**src/rtl/seq_divider.sv**
```systemverilog
// Multi-cycle restoring divider: N-bit dividend by M-bit divisor, one quotient
// bit per clock, start/done handshake with registered results.
module seq_divider #(
  parameter int N = 6,
  parameter int M = 3
) (
  input  logic         clk,
  input  logic         rst,
  input  logic         start,
  input  logic [N-1:0] dividend,
  input  logic [M-1:0] divisor,
  output logic         busy,
  output logic         done,
  output logic [N-1:0] quotient,
  output logic [M-1:0] remainder,
  output logic         div_by_zero
);

  localparam int CW = $clog2(N + 1);

  localparam logic [1:0] IDLE = 2'd0;
  localparam logic [1:0] RUN  = 2'd1;
  localparam logic [1:0] DONE = 2'd2;

  logic [1:0]    state_r;
  logic [1:0]    state_s;
  logic [N-1:0]  a_q;        // dividend shifts out the top, quotient bits shift in at the bottom
  logic [M-1:0]  b_q;
  logic [M:0]    r_q;
  logic [CW-1:0] cnt_r;
  logic          zero_r;
  logic [M:0]    t_s;
  logic [M:0]    r_next_s;
  logic          qbit_s;

  // One restoring step: trial subtract of the divisor from the shifted partial remainder.
  always_comb begin
    t_s      = {r_q[M-1:0], a_q[N-1]};
    r_next_s = t_s;
    qbit_s   = 1'b0;
    if (r_q[M] || (t_s >= {1'b0, b_q})) begin
      r_next_s = t_s - {1'b0, b_q};
      qbit_s   = 1'b1;
    end else begin
      r_next_s = t_s;
      qbit_s   = 1'b0;
    end
  end

  // Next-state logic; a zero divisor leaves RUN on its first cycle without iterating.
  always_comb begin
    state_s = state_r;
    case (state_r)
      IDLE: begin
        if (start) begin
          state_s = RUN;
        end else begin
          state_s = IDLE;
        end
      end
      RUN: begin
        if (zero_r || (cnt_r == CW'(1))) begin
          state_s = DONE;
        end else begin
          state_s = RUN;
        end
      end
      DONE:    state_s = IDLE;
      default: state_s = IDLE;
    endcase
  end

  // State, datapath and registered outputs.
  always_ff @(posedge clk or posedge rst) begin
    if (rst) begin
      state_r     <= IDLE;
      a_q         <= {N{1'b0}};
      b_q         <= {M{1'b0}};
      r_q         <= {(M+1){1'b0}};
      cnt_r       <= {CW{1'b0}};
      zero_r      <= 1'b0;
      busy        <= 1'b0;
      done        <= 1'b0;
      quotient    <= {N{1'b0}};
      remainder   <= {M{1'b0}};
      div_by_zero <= 1'b0;
    end else begin
      state_r <= state_s;
      busy    <= (state_s != IDLE);
      done    <= (state_s == DONE);
      case (state_r)
        IDLE: begin
          if (start) begin
            a_q    <= dividend;
            b_q    <= divisor;
            r_q    <= {(M+1){1'b0}};
            cnt_r  <= CW'(N);
            zero_r <= (divisor == {M{1'b0}});
          end
        end
        RUN: begin
          if (zero_r) begin
            quotient    <= {N{1'b1}};
            remainder   <= a_q[M-1:0];
            div_by_zero <= 1'b1;
          end else begin
            a_q   <= {a_q[N-2:0], qbit_s};
            r_q   <= r_next_s;
            cnt_r <= cnt_r - CW'(1);
            if (cnt_r == CW'(1)) begin
              quotient    <= {a_q[N-2:0], qbit_s};
              remainder   <= r_next_s[M-1:0];
              div_by_zero <= 1'b0;
            end
          end
        end
        default: begin
        end
      endcase
    end
  end

endmodule

```
**config.mk**
```make
export PLATFORM = sky130hd
export DESIGN_NAME = seq_divider
export DESIGN_NICKNAME = d
export VERILOG_FILES = /design/src/rtl/seq_divider.sv
export SDC_FILE = /design/constraint.sdc
export NUM_CORES = 1
export LEC_CHECK = 0
export BUFFER_PORTS_ARGS = -buffer_cell sky130_fd_sc_hd__buf_2
export CORE_MARGIN = 1.5
export CORE_UTILIZATION = 45
export CTS_BUF_LIST = sky130_fd_sc_hd__clkbuf_4 sky130_fd_sc_hd__clkbuf_8 sky130_fd_sc_hd__clkbuf_16
export DETAILED_ROUTE_END_ITERATION = 6
export GPL_ROUTABILITY_DRIVEN = 0
export PLACE_DENSITY = 0.75
export SYNTH_ARGS = -nofsm -noshare
export SYNTH_HDL_FRONTEND = slang
export SYNTH_SLANG_ARGS = --single-unit
export TNS_END_PERCENT = 10
```
**constraint.sdc**
```tcl
create_clock -name clk -period 2.3 [get_ports clk]
set_input_delay 0.575 -clock clk [delete_from_list [all_inputs] [get_ports clk]]
set_output_delay 0.575 -clock clk [all_outputs]
set_load 0.02 [all_outputs]
```
==> results of run 1 <==
## layer usage
metal / global-route usage [%] / vias to the layer above / wire (um)
met5: 0 / - / 0
met4: 11.1 / 0 / 124
met3: 6.71 / 12 / 142
met2: 30.4 / 35 / 1380
met1: 24.3 / 555 / 1260
li1: - / 549 / -
## worst reg2reg max path, cell delays in order (launching register included)
cell	delay, ns
dfrtp_1	0.40
inv_1	0.06
ha_1	0.16
inv_1	0.05
fa_1	0.44
a21o_2	0.25
a21oi_4	0.21
mux2i_1	0.32
o21ai_1	0.09
## registers in the layout, indices dropped and copies added, names as in the netlist
register,count
zero_r,1
b_q,3
r_q,4
remainder,3
a_q,6
done,1
cnt_r,3
busy,1
state_r,2
div_by_zero,1
quotient,6
## power groups by stage
stage / sequential, mW / combinational (mW) / clock, mW
final: 1.00 / 1.56 / 0.442
after global routing: 1.04 / 1.76 / 0.477
after CTS: 1.00 / 1.57 / 0.451
after detailed placement: 1.01 / 1.56 / 0
after global placement: 0.998 / 1.49 / 0
after floorplan: 1.08 / 1.08 / 0
## how the worst max path moves through the flow
| stage | endpoint | depth (start not counted) | slack, ns | startpoint |
|---|---|---|---|---|
| 2_1_floorplan | remainder[1] | 8 | 0.41 | a_q[5] |
| 3_3_place_gp | r_q[1] | 8 | 0.35 | a_q[5] |
| 3_5_place_dp | r_q[1] | 8 | 0.22 | a_q[5] |
| 4_1_cts | r_q[1] | 8 | 0.21 | a_q[5] |
| 5_1_grt | r_q[1] | 8 | 0.09 | a_q[5] |
| 6_report | r_q[1] | 8 | 0.21 | a_q[5] |
## kinds of logic after synthesis
family,Yosys count,share of synthesized area [%]
multiplexers,4,2.90
AND/OR/NAND/NOR,38,12.6
flip-flops,31,52.9
XOR/XNOR,2,1.20
buffers and inverters,19,5.21
AO/OA/AOI/OAI,39,19.6
adder cells (fa/ha/maj),6,5.64
## cell usage after synthesis, types with 2 or more instances
cell / count
dfrtp_1: 31
nand2_1: 16
inv_1: 14
o21ai_0: 11
nor2_1: 7
a21oi_1: 5
ha_1: 5
a222oi_1: 4
buf_2: 4
nor3_1: 3
o31ai_1: 3
a22oi_1: 2
and3_1: 2
mux2_2: 2
mux2i_1: 2
nand2b_1: 2
o21a_1: 2
o21ai_1: 2
## area by class of cell
cell class | count | area, um^2 | share of cell area, %
Sequential cell | 31 | 776 | 44.7
Multi-Input combinational cell | 89 | 613 | 35.3
Timing Repair Buffer | 28 | 153 | 8.80
Tap cell | 44 | 55.1 | 3.17
Inverter | 14 | 52.6 | 3.03
Clock buffer | 6 | 51.3 | 2.96
Clock inverter | 2 | 35.0 | 2.02
## stage by stage
stage	std cells	utilization [%]	setup WS, ns	instance area (um^2)	hold WS, ns
3_5_place_dp	206	53.6	0.220	1650	0.472
3_3_place_gp	206	53.6	0.348	1650	0.455
6_report	214	56.4	0.210	1740	0.301
5_1_grt	214	56.4	0.0944	1740	0.312
4_1_cts	214	56.4	0.212	1740	0.305
2_1_floorplan	139	-	0.411	1470	0.472
==> out/qor.yml, run 1 <==
vdd.ir_drop.worst_mv: 0.758
syn_nets: 157
synthToLayoutAreaGrowth_pct: 18.4
final_common_cell: "dfrtp_1"
syn_avg_cell_area_um2: 10.5
cts_resized: 0
clock_skew_ns: 0.00937
die_h_um: 60.1
antenna_found_initial: 0
path_delay_family: "adder cells"
wirelength_mm: 2.90
worstMarginPinSlew_ns: 0.443
p_sw_mw: 1.29
cp-start-kind: "flop"
finalCritPeriodShare_pct: 90.9
grt_max_degree: 32
end_kind: "flop"
async_flop_share_pct: 100
via_count: 1151
rows: 20
arrival_ns: 2.30
rsz0062_at_grt: "no"
finalHoldViolations: 0
fin_crit_ns: 2.09
max_stage_delay_ns: 0.43
start_util_pct: 47.6
io_pins: 24
fp.dieW_um: 60.1
setup_viol: 0
critical_path_class: "flop to flop"
yosysTopAreaCellShare_pct: 52.9
synth-seq-cells: 31
wl_per_cell_um: 13.6
dp_hpwl_mm: 2.14
cts_tree: "built"
clkLatencyLatePin_ns: 0.33
grt_pass1_vias: 1099
p_total_mw: 3.01
drive_gt1_share_pct: 27.1
critPathBufInv: 2
crit_top_cell: "inv_1"
grt_pass1_wl_mm: 5.03
layout_common_cells: "dfrtp_1 (31), buf_2 (23), nand2_1 (16)"
fill_cells: 280
internal_power_mw: 1.72
postCtsSetupRepairBufs: 0
synth_ff_type: "dfrtp_1"
drv_cap: 0
ant_nets: 0
slowest_stage: "fa_1"
r2r_cells: 8
drt-initial-drc-count: 53
min_path_type: "primary input to async pin"
p_leak_nw: 0.857
first_pass_iters: 6
htree_levels: 2
final_nets: 187
cts_buffers: 5
seqPwrFrac_pct: 33.4
synth_area_mm2: 0.00147
clk_pin_slew_ns: 0.09
coreArea_mm2: 0.00308
root_buffer: "clkbuf_4"
cts_buffer_depth: 2
slew_headroom_pct: 70.4
drc_errors: 0
cts_sinks: 31
path_max_fanout: 5
ys_seq_area_share_pct: 52.9
portBuffers: 23
yosysTopAreaCell: "dfrtp_1"
swShare_pct: 42.8
crit_required_ns: 2.51
yosys-top-cells-area: "dfrtp_1 (53%), ha_1 (4.3%), nand2_1 (4.1%)"
diodes: 0
r2r-end: "r_q[1]"
routed_via_density: 5.38
synth_cell_types: 40
pwr-share-comb_pct: 51.9
slew_viol_final: 0
grt_usage_pct: 19.8
synth-edff-count: 0
tns_ns: 0
yosysWarnings: 0
dieArea_mm2: 0.00361
cts_hold_buf: 0
clockPowerShare_pct: 14.7
outcome: "finished clean"
crit_chain: "inv_1 > ha_1 > inv_1 > fa_1 > a21o_2 > a21oi_4 > mux2i_1 > o21ai_1"
fmax_ghz: 0.479
rrSetupSlack_ns: 0.21
r2r_start: "a_q[5]"
power_density_mw_per_mm2: 1730
grt_overflow: 0
synth_cells: 139
Power figures use the tool's default switching activity.
==> run 2: changes to the inputs <==
Settings changed: CORE_ASPECT_RATIO from default to 0.75, PLACE_DENSITY 0.75 to default, PLACE_DENSITY_LB_ADDON from default to 0.08.
==> out/qor.yml, run 2 (same netlist as run 1, synthesis figures left out) <==
outcome: "finished clean"
final_common_cell: "dfrtp_1"
whs_ns: 0.375
cts_hold_buf: 0
fp.dieW_um: 68.9
fmax_ghz: 0.491
cts_resized: 0
grt_pass1_vias: 1026
postCtsSetupRepairBufs: 0
path_delay_family: "adder cells"
cts_buffer_depth: 2
drv_cap: 0
finalHoldViolations: 0
p_total_mw: 2.97
critical_path_class: "flop to flop"
cts_sinks: 31
clkLatencyLatePin_ns: 0.27
clock_skew_ns: 0.00257
crit_required_ns: 2.45
finalCritPeriodShare_pct: 88.5
grt_usage_pct: 19.0
wirelength_mm: 2.92
htree_levels: 2
fin_crit_ns: 2.04
slowest_stage: "fa_1"
setup_viol: 0
r2r-end: "r_q[1]"
antenna_found_initial: 0
clk_pin_slew_ns: 0.06
io_pins: 24
crit_top_cell: "inv_1"
cts_buffers: 5
drc_errors: 0
rrSetupSlack_ns: 0.26
ant_nets: 0
final_nets: 186
grt_pass1_wl_mm: 4.89
slew_viol_final: 0
die_h_um: 52.4
root_buffer: "clkbuf_8"
portBuffers: 23
via_count: 1111
arrival_ns: 2.18
worst_slack_ns: 0.264
drive_gt1_share_pct: 26.2
rows: 17
path_max_fanout: 5
r2r_cells: 8
synthToLayoutAreaGrowth_pct: 17.5
slew_headroom_pct: 70.1
cts_tree: "built"
crit_chain: "inv_1 > ha_1 > inv_1 > fa_1 > a21o_2 > a21oi_4 > mux2i_1 > o21ai_1"
vdd.ir_drop.worst_mv: 0.827
grt_overflow: 0
worstMarginPinSlew_ns: 0.447
grt_max_degree: 32
min_path_type: "primary input to async pin"
wl_per_cell_um: 14.2
max_stage_delay_ns: 0.44
first_pass_iters: 4
dp_slack_ns: 0.271
drt-initial-drc-count: 79
reg.largest.list: "a_q (6), quotient (6), r_q (4)"
utilization_pct: 57.0
fill_cells: 265
tns_ns: 0
r2r_start: "a_q[5]"
end_kind: "flop"
layout_common_cells: "dfrtp_1 (31), buf_2 (23), nand2_1 (16)"
dieArea_mm2: 0.00361
start_util_pct: 48.5
critPathBufInv: 2
dp_hpwl_mm: 2.15
diodes: 0
p_leak_nw: 0.851
power_density_mw_per_mm2: 1720
cp-start-kind: "flop"
routed_via_density: 5.39
coreArea_mm2: 0.00302
rsz0062_at_grt: "no"
## run 2: worst min-delay path, cell delays in order
cell	delay (ns)
buf_2	0.09
inv_1	0.04
buf_4	0.35
## run 2: area by class of cell
| class | instances | area (um^2) | area share, % |
|---|---|---|---|
| Sequential cell | 31 | 776 | 45.1 |
| Inverter | 14 | 52.6 | 3.05 |
| Tap cell | 38 | 47.5 | 2.76 |
| Multi-Input combinational cell | 89 | 613 | 35.6 |
| Clock buffer | 6 | 82.6 | 4.80 |
| Timing Repair Buffer | 27 | 145 | 8.43 |
| Clock inverter | 1 | 5.00 | 0.291 |
## run 2: layer usage
layer,vias to the layer above,wire [um],track usage (%)
li1,544,-,-
met1,538,1480,29.2
met2,27,1300,26.0
met3,2,117,5.16
met4,0,16,4.90
met5,-,0,0
## run 2: worst max-delay path by stage
stage,cells after the start,slack [ns],end,from
6_report,8,0.26,r_q[1],a_q[5]
4_1_cts,8,0.26,r_q[1],a_q[5]
3_5_place_dp,8,0.27,r_q[1],a_q[5]
5_1_grt,8,0.11,r_q[1],a_q[5]
3_3_place_gp,8,0.35,r_q[1],a_q[5]
2_1_floorplan,8,0.41,remainder[1],a_q[5]
## run 2: power by group
part | internal, mW | switching [mW]
clock network | 0.234 | 0.180
logic | 0.644 | 0.901
registers | 0.820 | 0.191
## run 2: per-stage QoR
stage	instances	cell area, um^2
finish	206	1720
global route	206	1720
CTS	206	1720
detailed placement	199	1630
global placement	199	1630
floorplan	139	1470
==> run 3: changes to the inputs <==
Settings changed: CORE_ASPECT_RATIO 0.75 to default.
==> out/qor.yml, run 3 (same netlist as run 1, synthesis figures left out) <==
placed_cell_area_mm2: 0.00164
worst_slack_ns: 0.239
portBuffers: 23
cts_buffer_depth: 2
grt_overflow: 0
cts_hold_buf: 0
drc_errors: 0
first_pass_iters: 5
final_nets: 186
postLayoutCellArea_mm2: 0.00170
critical_path_class: "flop to flop"
drive_gt1_share_pct: 26.6
internal_power_mw: 1.60
rows: 20
min_path_type: "primary input to async pin"
fill_cells: 282
swShare_pct: 44.0
htree_levels: 2
wl_per_cell_um: 13.5
cts_tree: "built"
wirelength_mm: 2.88
ant_nets: 0
cts_buffers: 5
grt_pass1_wl_mm: 5.15
clk_pin_slew_ns: 0.10
root_buffer: "clkbuf_4"
rrSetupSlack_ns: 0.24
reg.largest.list: "a_q (6), quotient (6), r_q (4)"
worstMarginPinSlew_ns: 0.452
r2r_cells: 8
crit_required_ns: 2.50
dp_hpwl_mm: 2.09
finalCritPeriodShare_pct: 89.6
dieArea_mm2: 0.00361
postCtsSetupRepairBufs: 0
antenna_found_initial: 0
clkLatencyLatePin_ns: 0.33
tns_ns: 0
rsz0062_at_grt: "no"
p_sw_mw: 1.26
r2r-end: "r_q[1]"
die_h_um: 60.1
grt_max_degree: 32
arrival_ns: 2.26
diodes: 0
fin_crit_ns: 2.06
seqPwrFrac_pct: 35.1
p_total_mw: 2.86
fp.dieW_um: 60.1
clockPowerShare_pct: 11.1
synthToLayoutAreaGrowth_pct: 16.0
power_density_mw_per_mm2: 1680
clock_skew_ns: 0.0123
layout_common_cells: "dfrtp_1 (31), buf_2 (23), nand2_1 (16)"
grt_pass1_vias: 1106
pwr-share-comb_pct: 53.8
r2r_start: "a_q[5]"
routed_via_density: 5.23
finalHoldViolations: 0
cp-endpoint: "r_q[1]"
cts_resized: 0
drt-initial-drc-count: 39
p_leak_nw: 0.840
coreArea_mm2: 0.00308
slew_headroom_pct: 69.8
vdd.ir_drop.worst_mv: 0.687
dp_slack_ns: 0.287
start_util_pct: 47.6
fmax_ghz: 0.485
io_pins: 24
cp-start-kind: "flop"
outcome: "finished clean"
setup_viol: 0
grt_usage_pct: 19.7
crit_start: "a_q[5]"
slew_viol_final: 0
end_kind: "flop"
final_common_cell: "dfrtp_1"
cts_sinks: 31
path_max_fanout: 5
via_count: 1115
drv_cap: 0
[run 3: power by group through the flow]
stage,clock network (mW),logic [mW],registers (mW)
floorplan,0,1.08,1.08
global placement,0,1.52,1.01
detailed placement,0,1.54,1.02
CTS,0.327,1.55,1.01
global route,0.353,1.75,1.05
finish,0.317,1.54,1.00
[run 3: final cells by class]
class	instances	area (um^2)	area share, %
inverter	14	52.6	3.09
clock inverter	1	5.00	0.295
clock buffer	7	52.6	3.09
tap	44	55.1	3.24
timing repair buffer	27	145	8.54
multi-input combinational	89	613	36.1
sequential	31	776	45.7
[run 3: through the flow]
stage / utilization [%] / hold WS [ns] / std cells
global placement: 53.3 / 0.460 / 205
floorplan: - / 0.472 / 139
detailed placement: 53.3 / 0.465 / 205
finish: 55.2 / 0.297 / 213
global route: 55.2 / 0.318 / 213
CTS: 55.2 / 0.303 / 213
[run 3: worst min path at each step]
stage | cells past startpoint | from | to | slack (ns)
after detailed placement | 2 | quotient[4] | quotient[4] | 0.46
after global routing | 3 | rst | div_by_zero | 0.32
after CTS | 3 | rst | div_by_zero | 0.30
after floorplan | 2 | a_q[5] | a_q[5] | 0.47
final | 3 | rst | done | 0.30
after global placement | 2 | quotient[4] | quotient[4] | 0.46
[run 3: critical path, cell delays in order, from the launching register on]
cell     delay [ns]
dfrtp_1        0.40
inv_1          0.06
ha_1           0.15
inv_1          0.05
fa_1           0.44
a21o_2         0.24
a21oi_4        0.20
mux2i_1        0.29
o21ai_1        0.09
[run 3: layer usage]
layer / track usage [%] / wire [um] / vias up
met4: 9.52 / 59 / 0
met3: 4.55 / 106 / 7
li1: - / - / 546
met1: 26.1 / 1350 / 536
met5: 0 / 0 / -
met2: 30.4 / 1370 / 26
